`config.mk`:
```
export PLATFORM = sky130hd
export DESIGN_NAME = nn_train_sequencer
export DESIGN_NICKNAME = d
export VERILOG_FILES = /design/src/rtl/nn_train_sequencer.sv
export SDC_FILE = /design/constraint.sdc
export NUM_CORES = 1
export LEC_CHECK = 0
export ABC_AREA = 1
export BUFFER_PORTS_ARGS = -buffer_cell sky130_fd_sc_hd__buf_2
export CORE_ASPECT_RATIO = 1.75
export CORE_MARGIN = 1
export CORE_UTILIZATION = 45
export CTS_CLUSTER_DIAMETER = 60
export DETAILED_ROUTE_END_ITERATION = 16
export PLACE_DENSITY = 0.67
export SLEW_MARGIN = 10
export SYNTH_ARGS = -nofsm -noshare
export SYNTH_HDL_FRONTEND = slang
export SYNTH_SLANG_ARGS = --single-unit
export TNS_END_PERCENT = 30
```
`constraint.sdc`:
```
create_clock -name clk_i -period 2.1 [get_ports clk_i]
set_input_delay 0.525 -clock clk_i [delete_from_list [all_inputs] [get_ports clk_i]]
set_output_delay 0.525 -clock clk_i [all_outputs]
set_load 0.01 [all_outputs]
```
`src/rtl/nn_train_sequencer.sv`:
```
// -----------------------------------------------------------------------------
// nn_train_sequencer
//
// Top-level training scheduler for the backprop neural-network datapath.
// A run covers N_EPOCH epochs. Each epoch covers N_SAMPLES samples. Each
// sample follows the sequence LOAD (1 cycle) -> RUN (N_CYC cycles) ->
// NEXT (1 cycle). The coefficient-renewal strobe fires in NEXT. This block
// replaces the old free-running renewal selector.
//
// Optional feature macro: NN_TRAIN_EARLY_STOP_EN
//   When defined, the input err_below_i and the output converged_o exist.
//   A run ends early after an epoch whose last sample sees err_below_i=1.
//
// Ports
//   clk_i            in   1        system clock, rising edge
//   reset_i          in   1        asynchronous, active-high, clears all state
//   start_i          in   1        begin a run (accepted only in IDLE)
//   abort_i          in   1        stop the run, go to IDLE next cycle
//   train_mode_i     in   1        1 = train, 0 = inference; latched on start
//   err_below_i      in   1        (early-stop build) error under threshold
//   converged_o      out  1        (early-stop build) run ended by err_below_i
//   sample_addr_o    out  ADDR_W   index of the sample being processed
//   sample_valid_o   out  1        1 cycle in LOAD
//   update_coeff_o   out  1        high throughout RUN in train mode
//   enable_update_o  out  1        1-cycle renewal strobe in NEXT, train mode
//   epoch_cnt_o      out  EPOCH_W  completed epochs
//   busy_o           out  1        high in LOAD, RUN, NEXT
//   done_o           out  1        high for exactly 1 cycle (DONE)
//   state_o          out  3        current FSM state, for debug and checkers
//
// Handshake: start_i is a level. It is sampled on each rising edge while the
// FSM is in IDLE and is ignored in every other state. abort_i wins over
// start_i and over every other transition.
// -----------------------------------------------------------------------------
module nn_train_sequencer #(
    parameter int N_CYC     = 13,
    parameter int N_SAMPLES = 4,
    parameter int ADDR_W    = 2,
    parameter int N_EPOCH   = 2,
    parameter int EPOCH_W   = 16
) (
    input  logic               clk_i,
    input  logic               reset_i,
    input  logic               start_i,
    input  logic               abort_i,
    input  logic               train_mode_i,
`ifdef NN_TRAIN_EARLY_STOP_EN
    input  logic               err_below_i,
    output logic               converged_o,
`endif
    output logic [ADDR_W-1:0]  sample_addr_o,
    output logic               sample_valid_o,
    output logic               update_coeff_o,
    output logic               enable_update_o,
    output logic [EPOCH_W-1:0] epoch_cnt_o,
    output logic               busy_o,
    output logic               done_o,
    output logic [2:0]         state_o
);

    typedef enum logic [2:0] {
        S_IDLE = 3'd0,
        S_LOAD = 3'd1,
        S_RUN  = 3'd2,
        S_NEXT = 3'd3,
        S_DONE = 3'd4
    } state_t;

    localparam logic [7:0]         CYC_LAST  = 8'(N_CYC - 1);
    localparam logic [ADDR_W-1:0]  ADDR_LAST = ADDR_W'(N_SAMPLES - 1);
    localparam logic [EPOCH_W-1:0] EPOCH_END = EPOCH_W'(N_EPOCH);

    state_t             state_q;
    logic [7:0]         cyc_cnt_q;
    logic [ADDR_W-1:0]  sample_addr_q;
    logic [EPOCH_W-1:0] epoch_cnt_q;
    logic [EPOCH_W-1:0] epoch_cnt_d;
    logic               train_q;
`ifdef NN_TRAIN_EARLY_STOP_EN
    logic               converged_q;
`endif

    // Value the epoch counter takes when the last sample of an epoch retires.
    assign epoch_cnt_d = epoch_cnt_q + EPOCH_W'(1);

    always_ff @(posedge clk_i or posedge reset_i) begin
        if (reset_i) begin
            state_q       <= S_IDLE;
            cyc_cnt_q     <= '0;
            sample_addr_q <= '0;
            epoch_cnt_q   <= '0;
            train_q       <= 1'b0;
`ifdef NN_TRAIN_EARLY_STOP_EN
            converged_q   <= 1'b0;
`endif
        end else if (abort_i) begin
            // epoch_cnt_q holds on purpose. Going to IDLE zeroes every decode.
            state_q       <= S_IDLE;
            cyc_cnt_q     <= '0;
            sample_addr_q <= '0;
            train_q       <= 1'b0;
`ifdef NN_TRAIN_EARLY_STOP_EN
            converged_q   <= 1'b0;
`endif
        end else begin
            case (state_q)
                S_IDLE: begin
                    if (start_i) begin
                        state_q       <= S_LOAD;
                        sample_addr_q <= '0;
                        epoch_cnt_q   <= '0;
                        train_q       <= train_mode_i;
`ifdef NN_TRAIN_EARLY_STOP_EN
                        converged_q   <= 1'b0;
`endif
                    end
                end
                S_LOAD: begin
                    state_q   <= S_RUN;
                    cyc_cnt_q <= '0;
                end
                S_RUN: begin
                    if (cyc_cnt_q == CYC_LAST) begin
                        state_q   <= S_NEXT;
                        cyc_cnt_q <= '0;
                    end else begin
                        cyc_cnt_q <= cyc_cnt_q + 8'd1;
                    end
                end
                S_NEXT: begin
                    if (sample_addr_q != ADDR_LAST) begin
                        sample_addr_q <= sample_addr_q + ADDR_W'(1);
                        state_q       <= S_LOAD;
                    end else begin
                        sample_addr_q <= '0;
                        epoch_cnt_q   <= epoch_cnt_d;
`ifdef NN_TRAIN_EARLY_STOP_EN
                        if (err_below_i) begin
                            converged_q <= 1'b1;
                        end
                        if (err_below_i || epoch_cnt_d == EPOCH_END) begin
                            state_q <= S_DONE;
                        end else begin
                            state_q <= S_LOAD;
                        end
`else
                        if (epoch_cnt_d == EPOCH_END) begin
                            state_q <= S_DONE;
                        end else begin
                            state_q <= S_LOAD;
                        end
`endif
                    end
                end
                S_DONE: begin
                    state_q <= S_IDLE;
                end
                default: begin
                    state_q <= S_IDLE;
                end
            endcase
        end
    end

    // Moore decodes of the registered state.
    assign sample_addr_o   = sample_addr_q;
    assign sample_valid_o  = (state_q == S_LOAD);
    assign update_coeff_o  = (state_q == S_RUN) && train_q;
    assign enable_update_o = (state_q == S_NEXT) && train_q;
    assign epoch_cnt_o     = epoch_cnt_q;
    assign busy_o          = (state_q == S_LOAD) || (state_q == S_RUN) || (state_q == S_NEXT);
    assign done_o          = (state_q == S_DONE);
    assign state_o         = state_q;
`ifdef NN_TRAIN_EARLY_STOP_EN
    assign converged_o     = converged_q;
`endif

endmodule
```
# Word level (Yosys, flattened, before mapping)
# Index checks and enable logic that the tools add are counted.
[totals]
reg_bits = 30
inputBits = 5
word_cells = 53
[op_classes]
n_addsub = 3
n_eq_ne = 11
muxes = 19
bitwise_logic = 1
n_reduce_logical = 14
[ops]
columns = ["op", "n"]
rows = [
  ["2-to-1 mux 16 bit", 2],
  ["case mux 16 bit (2 select lines)", 1],
  ["adder 16 x 1 -> 16 bit, second input constant", 1],
  ["== test 16 x 2 -> 1 bit, second input constant", 1],
  ["2-to-1 mux 8 bit", 2],
  ["case mux 8 bit (2 select lines)", 1],
  ["2-to-1 mux 3 bit", 5],
  ["case mux 3 bit (4 select lines)", 1],
  ["adder 8 x 1 -> 8 bit, second input constant", 1],
  ["== test 8 x 4 -> 1 bit, second input constant", 1],
  ["== test 3 x 2 -> 1 bit, second input constant", 2],
  ["2-to-1 mux 2 bit", 3],
  ["inequality test 2 bit, second input constant", 3],
  ["inequality test 3 bit, second input constant", 2],
  ["AND reduction 2 bit", 3],
  ["nonzero test 2 bit", 3],
  ["nonzero test 3 bit", 2],
  ["case mux 2 bit (2 select lines)", 1],
  ["AND reduction 4 bit", 1],
  ["== test 3 x 1 -> 1 bit, second input constant", 1],
  ["== test 3 bit, second input constant", 1],
  ["zero test 3 bit", 1],
  ["2-to-1 mux 1 bit", 3],
  ["adder 2 x 1 -> 2 bit, second input constant", 1],
  ["other kinds (3)", 5],
]

# Depth between registers and ports, before layout
[depth]
ltp_word = 6
depth_mapped = 12

# Worst setup path after synthesis
# OpenSTA, ideal clock, no wires.
[synth_path]
path_kind = "reg-to-reg"
startpoint = "register epoch_cnt_q[0] (netlist: epoch_cnt_o[0])"
endpoint = "register state_q[0] (netlist: state_o[0])"
setup_ns = 0.117
t_arrival_ns = 1.500
slack_ns = 0.483
stages_incl_launch_ff = 13
path_buffers = 0
period_less_slack_ns = 1.617
path_cell_list = "dfrtp_1 > ha_1 > nand3_2 > nor2_4 > nand2_2 > nand2_1 > nand2_1 > nor2_1 > nand2_1 > nor2_1 > nand2_1 > nand2_1 > a21oi_2"
[synth_between]
elab_chain_len = 6
[synth_lines]
columns = ["element", "line", "source"]
rows = [
  ["start: declaration", "76", "logic [EPOCH_W-1:0] epoch_cnt_q;"],
  ["start signal: assignment", "136", "epoch_cnt_q <= epoch_cnt_d;"],
  ["adder 16 x 1 -> 16 bit", "84", "assign epoch_cnt_d = epoch_cnt_q + EPOCH_W'(1);"],
  ["== test 16 x 2 -> 1 bit", "147", "if (epoch_cnt_d == EPOCH_END) begin"],
  ["2-to-1 mux 3 bit", "147", ""],
  ["2-to-1 mux 3 bit", "131", "if (sample_addr_q != ADDR_LAST) begin"],
  ["case mux 3 bit (4 select lines)", "106", "case (state_q)"],
  ["2-to-1 mux 3 bit", "96", "end else if (abort_i) begin"],
  ["end signal: assignment", "98", "state_q <= S_IDLE;"],
  ["end signal: assignment", "133", "state_q <= S_LOAD;"],
  ["end signal: assignment", "148", "state_q <= S_DONE;"],
  ["end: declaration", "73", "state_t state_q;"],
]
# No other way between the ends.
# A chain may end at the register's enable or synchronous reset.

# Worst setup path in the final report
[layout_path]
startpoint = "register epoch_cnt_q[1] (netlist: epoch_cnt_o[1])"
endpoint = "register state_q[0] (netlist: state_o[0])"
# The elaborated chain is that of the path after synthesis.

==> flow_summary.rst <==
.. list-table::
   :header-rows: 1

   * - Metric
     - Value
   * - Status
     - finished, final reports clean
   * - Slowest cell on the critical path
     - sky130_fd_sc_hd__dfrtp_1
   * - Count of distinct cell types in the synthesized netlist
     - 34
   * - Post-Syn Area
     - 1960 µm²
   * - HPWL after DPL
     - about 3.4 mm
   * - Met1 Resource Use GR
     - 0.215
   * - Max Fanout on Critical Path
     - 8
   * - Arrival time of the worst setup path
     - 2.03 ns
   * - Number of antenna diodes
     - 0
   * - GPL Wtd Cong
     - approximately 0.83
   * - Delay of the slowest cell on the worst path
     - 0.43 ns
   * - IO Count
     - 31
   * - Area share of the largest cell type after synthesis
     - 0.384
   * - Post-Syn Nets
     - 263
   * - Final-report max-slew violation count
     - 0
   * - Setup CP Type
     - reg -> reg
   * - Mapped Avg Cell Area
     - 7.73 µm²
   * - Global-route wire length before repair
     - 7.43 mm
   * - Maximum number of pins on one net before global-route repair
     - 31
   * - Final global-route overflow total
     - 0
   * - Share of the synthesized area in compound gates (AO/OA/AOI/OAI)
     - 0.123
   * - Final worst clock skew
     - between 0.003 and 0.004 ns
   * - Met2 demand-to-capacity share in global routing
     - 0.422
   * - Maximum level of the CTS H-tree
     - 2
   * - Via total after detailed routing
     - between 1500 and 2000
   * - Worst skew pair latency
     - slightly below 0.3 ns
   * - Number of fill cells
     - about 420
   * - Post-route worst setup slack
     - 0.247 ns
   * - DIE WIDTH
     - 51.9 µm
   * - Via/cell ratio
     - 5.15
   * - Global Route Usage Sum
     - 0.221
   * - Crit path capture type
     - register
   * - Area of the core region
     - 4150 µm²
   * - Count of buffers from port buffering
     - 30
   * - Hold slack
     - 0.304 ns
   * - Area of the die
     - 4630 µm²
   * - Number of buffers inserted by post-CTS setup repair
     - 0
   * - Upper clock frequency limit
     - 540 MHz
   * - Async set or reset register ratio after synthesis
     - 1.00
   * - Initial cell density of the core
     - 0.472
   * - Clock sink total
     - 30
   * - Cell area power density
     - 550 nW/µm²
   * - Main combinational cell family by area after synthesis
     - simple AND/OR/NAND/NOR gates
   * - CTS Buf Count
     - 5
   * - Final Cycle Share
     - 0.882
   * - Share of synthesized cell area in full adder, half adder and majority cells
     - 0.0320
   * - Wirelength per Cell
     - 13.2 µm
   * - Layout overhead on the synthesized area
     - 15.1%
   * - Met3 usage
     - 0.0476
   * - Relative slew margins
     - 0.590
   * - Tightest Pin Transition
     - 0.616 ns
   * - Ordered list of cells on the worst path
     - ha_1, nand3_2, nor2_4, nand2_1, nand2_1, nand2_1, nor2_1, nand2_1, nor2_1, nand2_1, nand2_1, a21oi_2
   * - Root buf cell
     - sky130_fd_sc_hd__clkbuf_8
   * - First-pass detailed-route iteration total
     - 4
   * - Busiest layer in global routing
     - met2
   * - Buffer depth of the longest clock path
     - 2
   * - RSZ-0062 raised after global routing
     - no
   * - Simple logic cell fraction of the synthesized area
     - 0.359
   * - Number of enable flip-flop cells after synthesis
     - 0
   * - Clock slew seen by the registers of the worst setup and hold paths
     - 0.06 ns
   * - Multiplexer share of the synthesized area
     - 0
   * - VDD IR-drop max
     - 0.413 mV
   * - Fin Setup TNS
     - 0 ns
   * - Count of mapped cells out of synthesis
     - approximately 250
   * - Die H
     - 89.2 µm
   * - Worst path most repeated cell
     - sky130_fd_sc_hd__nand2_1
   * - Register area share after synthesis
     - 0.384
   * - Static leakage
     - 0.00112 µW
   * - Post-cts repair resize count
     - 0
   * - Number of global-route vias before repair
     - roughly 1700
   * - Number of rows created at floorplan
     - 31
   * - Largest cells by area after synthesis
     - sky130_fd_sc_hd__dfrtp_1, sky130_fd_sc_hd__nand2_1, sky130_fd_sc_hd__inv_1
   * - Fraction of layout instances using a drive strength above 1
     - 0.254
   * - Most used flip-flop cell after synthesis
     - sky130_fd_sc_hd__dfrtp_1
   * - Iteration-0 DRC count of the detailed router
     - 35
   * - TritonCTS clock tree
     - built
   * - Synth Area in XOR/XNOR
     - 0.00448
   * - Post-detailed-routing wire length
     - about 4.5 mm
   * - Area leader, netlist
     - sky130_fd_sc_hd__dfrtp_1
   * - Startpoint class of the critical path
     - register
   * - Final number of hold-violating endpoints
     - 0
   * - Reg2reg setup slack
     - around 0.25 ns
   * - Count of final setup violators
     - 0
   * - Final critical delay including setup and external delays
     - 1.85 ns
   * - Number of synthesized register bits
     - 30
   * - Antenna violations before repair
     - 0
   * - Max cap viols
     - 0
   * - Worst Hold Class
     - in -> async
   * - Count of nets left with antenna violations after detail routing
     - 0
   * - Number of buffers added to fix hold violations after cts
     - 0
   * - Worst slack at placement
     - approximately 0.25 ns
   * - DRC viols
     - 0
   * - Layout net count
     - 300
   * - Synthesis Warnings
     - 0
   * - Critical Path RT
     - between 2 and 2.5 ns
## cell usage after synthesis, types with 2 or more instances
| master | number |
|---|---|
| sky130_fd_sc_hd__a21oi_1 | 3 |
| sky130_fd_sc_hd__buf_6 | 2 |
| sky130_fd_sc_hd__dfrtp_1 | 30 |
| sky130_fd_sc_hd__ha_1 | 5 |
| sky130_fd_sc_hd__inv_1 | 39 |
| sky130_fd_sc_hd__inv_2 | 4 |
| sky130_fd_sc_hd__nand2_1 | 64 |
| sky130_fd_sc_hd__nand2_2 | 4 |
| sky130_fd_sc_hd__nand2_4 | 3 |
| sky130_fd_sc_hd__nand3_1 | 18 |
| sky130_fd_sc_hd__nand4_1 | 5 |
| sky130_fd_sc_hd__nor2_1 | 21 |
| sky130_fd_sc_hd__nor2_2 | 3 |
| sky130_fd_sc_hd__nor2_4 | 6 |
| sky130_fd_sc_hd__nor3_1 | 6 |
| sky130_fd_sc_hd__nor3b_1 | 3 |
| sky130_fd_sc_hd__o21ai_0 | 10 |
| sky130_fd_sc_hd__o21ai_1 | 4 |
| sky130_fd_sc_hd__o22ai_2 | 8 |
## power by group
group	switching, µW	internal [µW]	total, µW	leakage (µW)
logic	104	46.3	150	0.000660
registers	14.3	589	604	0.000416
clock network	221	264	484	0.0000482
total	339	900	1240	0.00112
## per-layer routing
| metal | part of all wire | wire (µm) |
|---|---|---|
| met2 | 0.56 | 2510 |
| met3 | 0.023 | 105 |
| met5 | 0 | 0 |
| met1 | 0.39 | 1750 |
| met4 | 0.026 | 116 |
## through the flow
step,cells,cell area [µm²],total power (µW),util
after floorplan,253,1960,720,-
after global placement,332,2160,766,0.521
after detailed placement,332,2160,767,0.521
after CTS,340,2250,1260,0.543
after global routing,340,2250,1300,0.543
final,340,2250,1240,0.543
## final cells by class
| cell class | instances | area [µm²] | area share |
|---|---|---|---|
| multi-input combinational | 177 | 1020 | 0.451 |
| sequential | 30 | 751 | 0.333 |
| inverter | 44 | 168 | 0.0744 |
| timing repair buffer | 32 | 165 | 0.0733 |
| clock buffer | 7 | 86.3 | 0.0383 |
| tap | 49 | 61.3 | 0.0272 |
| clock inverter | 1 | 5.00 | 0.00222 |
## cells by family (layout without fill, tap and decap cells)
logic type,count (synthesis),count (layout)
buffers and inverters,46,84
DFF,30,30
and+or+nand+nor,139,139
AOI/OAI and AO/OA,32,32
xor gates and xnor gates,1,1
adders and majority gates,5,5
## sequential cells by signal, indices dropped and copies added, names as in the netlist
| name | count |
|---|---|
| epoch_cnt_o | 16 |
| state_o | 3 |
| sample_addr_o | 2 |
| cyc_cnt_q | 8 |
| train_q | 1 |
## worst max-delay path: cells and delay by family (launching register included)
kind / cells / cell delay [ns]
compound gates: 1 / 0.05
fa+ha+maj: 1 / 0.23
flops: 1 / 0.43
simple gates: 10 / 1.03
## cells in the final DEF (no fill, tap or decap), types with 2 or more instances in the layout
cell type                  instances
sky130_fd_sc_hd__nand2_1          64
sky130_fd_sc_hd__inv_1            39
sky130_fd_sc_hd__dfrtp_1          30
sky130_fd_sc_hd__buf_2            30
sky130_fd_sc_hd__nor2_1           21
sky130_fd_sc_hd__nand3_1          18
sky130_fd_sc_hd__o21ai_0          10
sky130_fd_sc_hd__o22ai_2           8
sky130_fd_sc_hd__nor3_1            6
sky130_fd_sc_hd__nor2_4            6
sky130_fd_sc_hd__clkbuf_8          6
sky130_fd_sc_hd__nand4_1           5
sky130_fd_sc_hd__ha_1              5
sky130_fd_sc_hd__inv_2             4
sky130_fd_sc_hd__o21ai_1           4
sky130_fd_sc_hd__nand2_2           4
sky130_fd_sc_hd__nor2_2            3
sky130_fd_sc_hd__nand2_4           3
sky130_fd_sc_hd__a21oi_1           3
sky130_fd_sc_hd__nor3b_1           3
sky130_fd_sc_hd__buf_4             2
## worst paths after layout
kind | start | endpoint | depth (start not counted)
setup / recovery | epoch_cnt_o[1] | state_o[0] | 12
hold / removal | reset_i | epoch_cnt_o[1] | 3
setup reg to reg | epoch_cnt_o[1] | state_o[0] | 12
hold reg to reg | sample_addr_o[0] | sample_addr_o[0] | 1
max in group asynchronous | reset_i | state_o[0] | 3
min in group clk_i | abort_i | state_o[1] | 2
No activity file was read; power rests on OpenSTA's default activity.
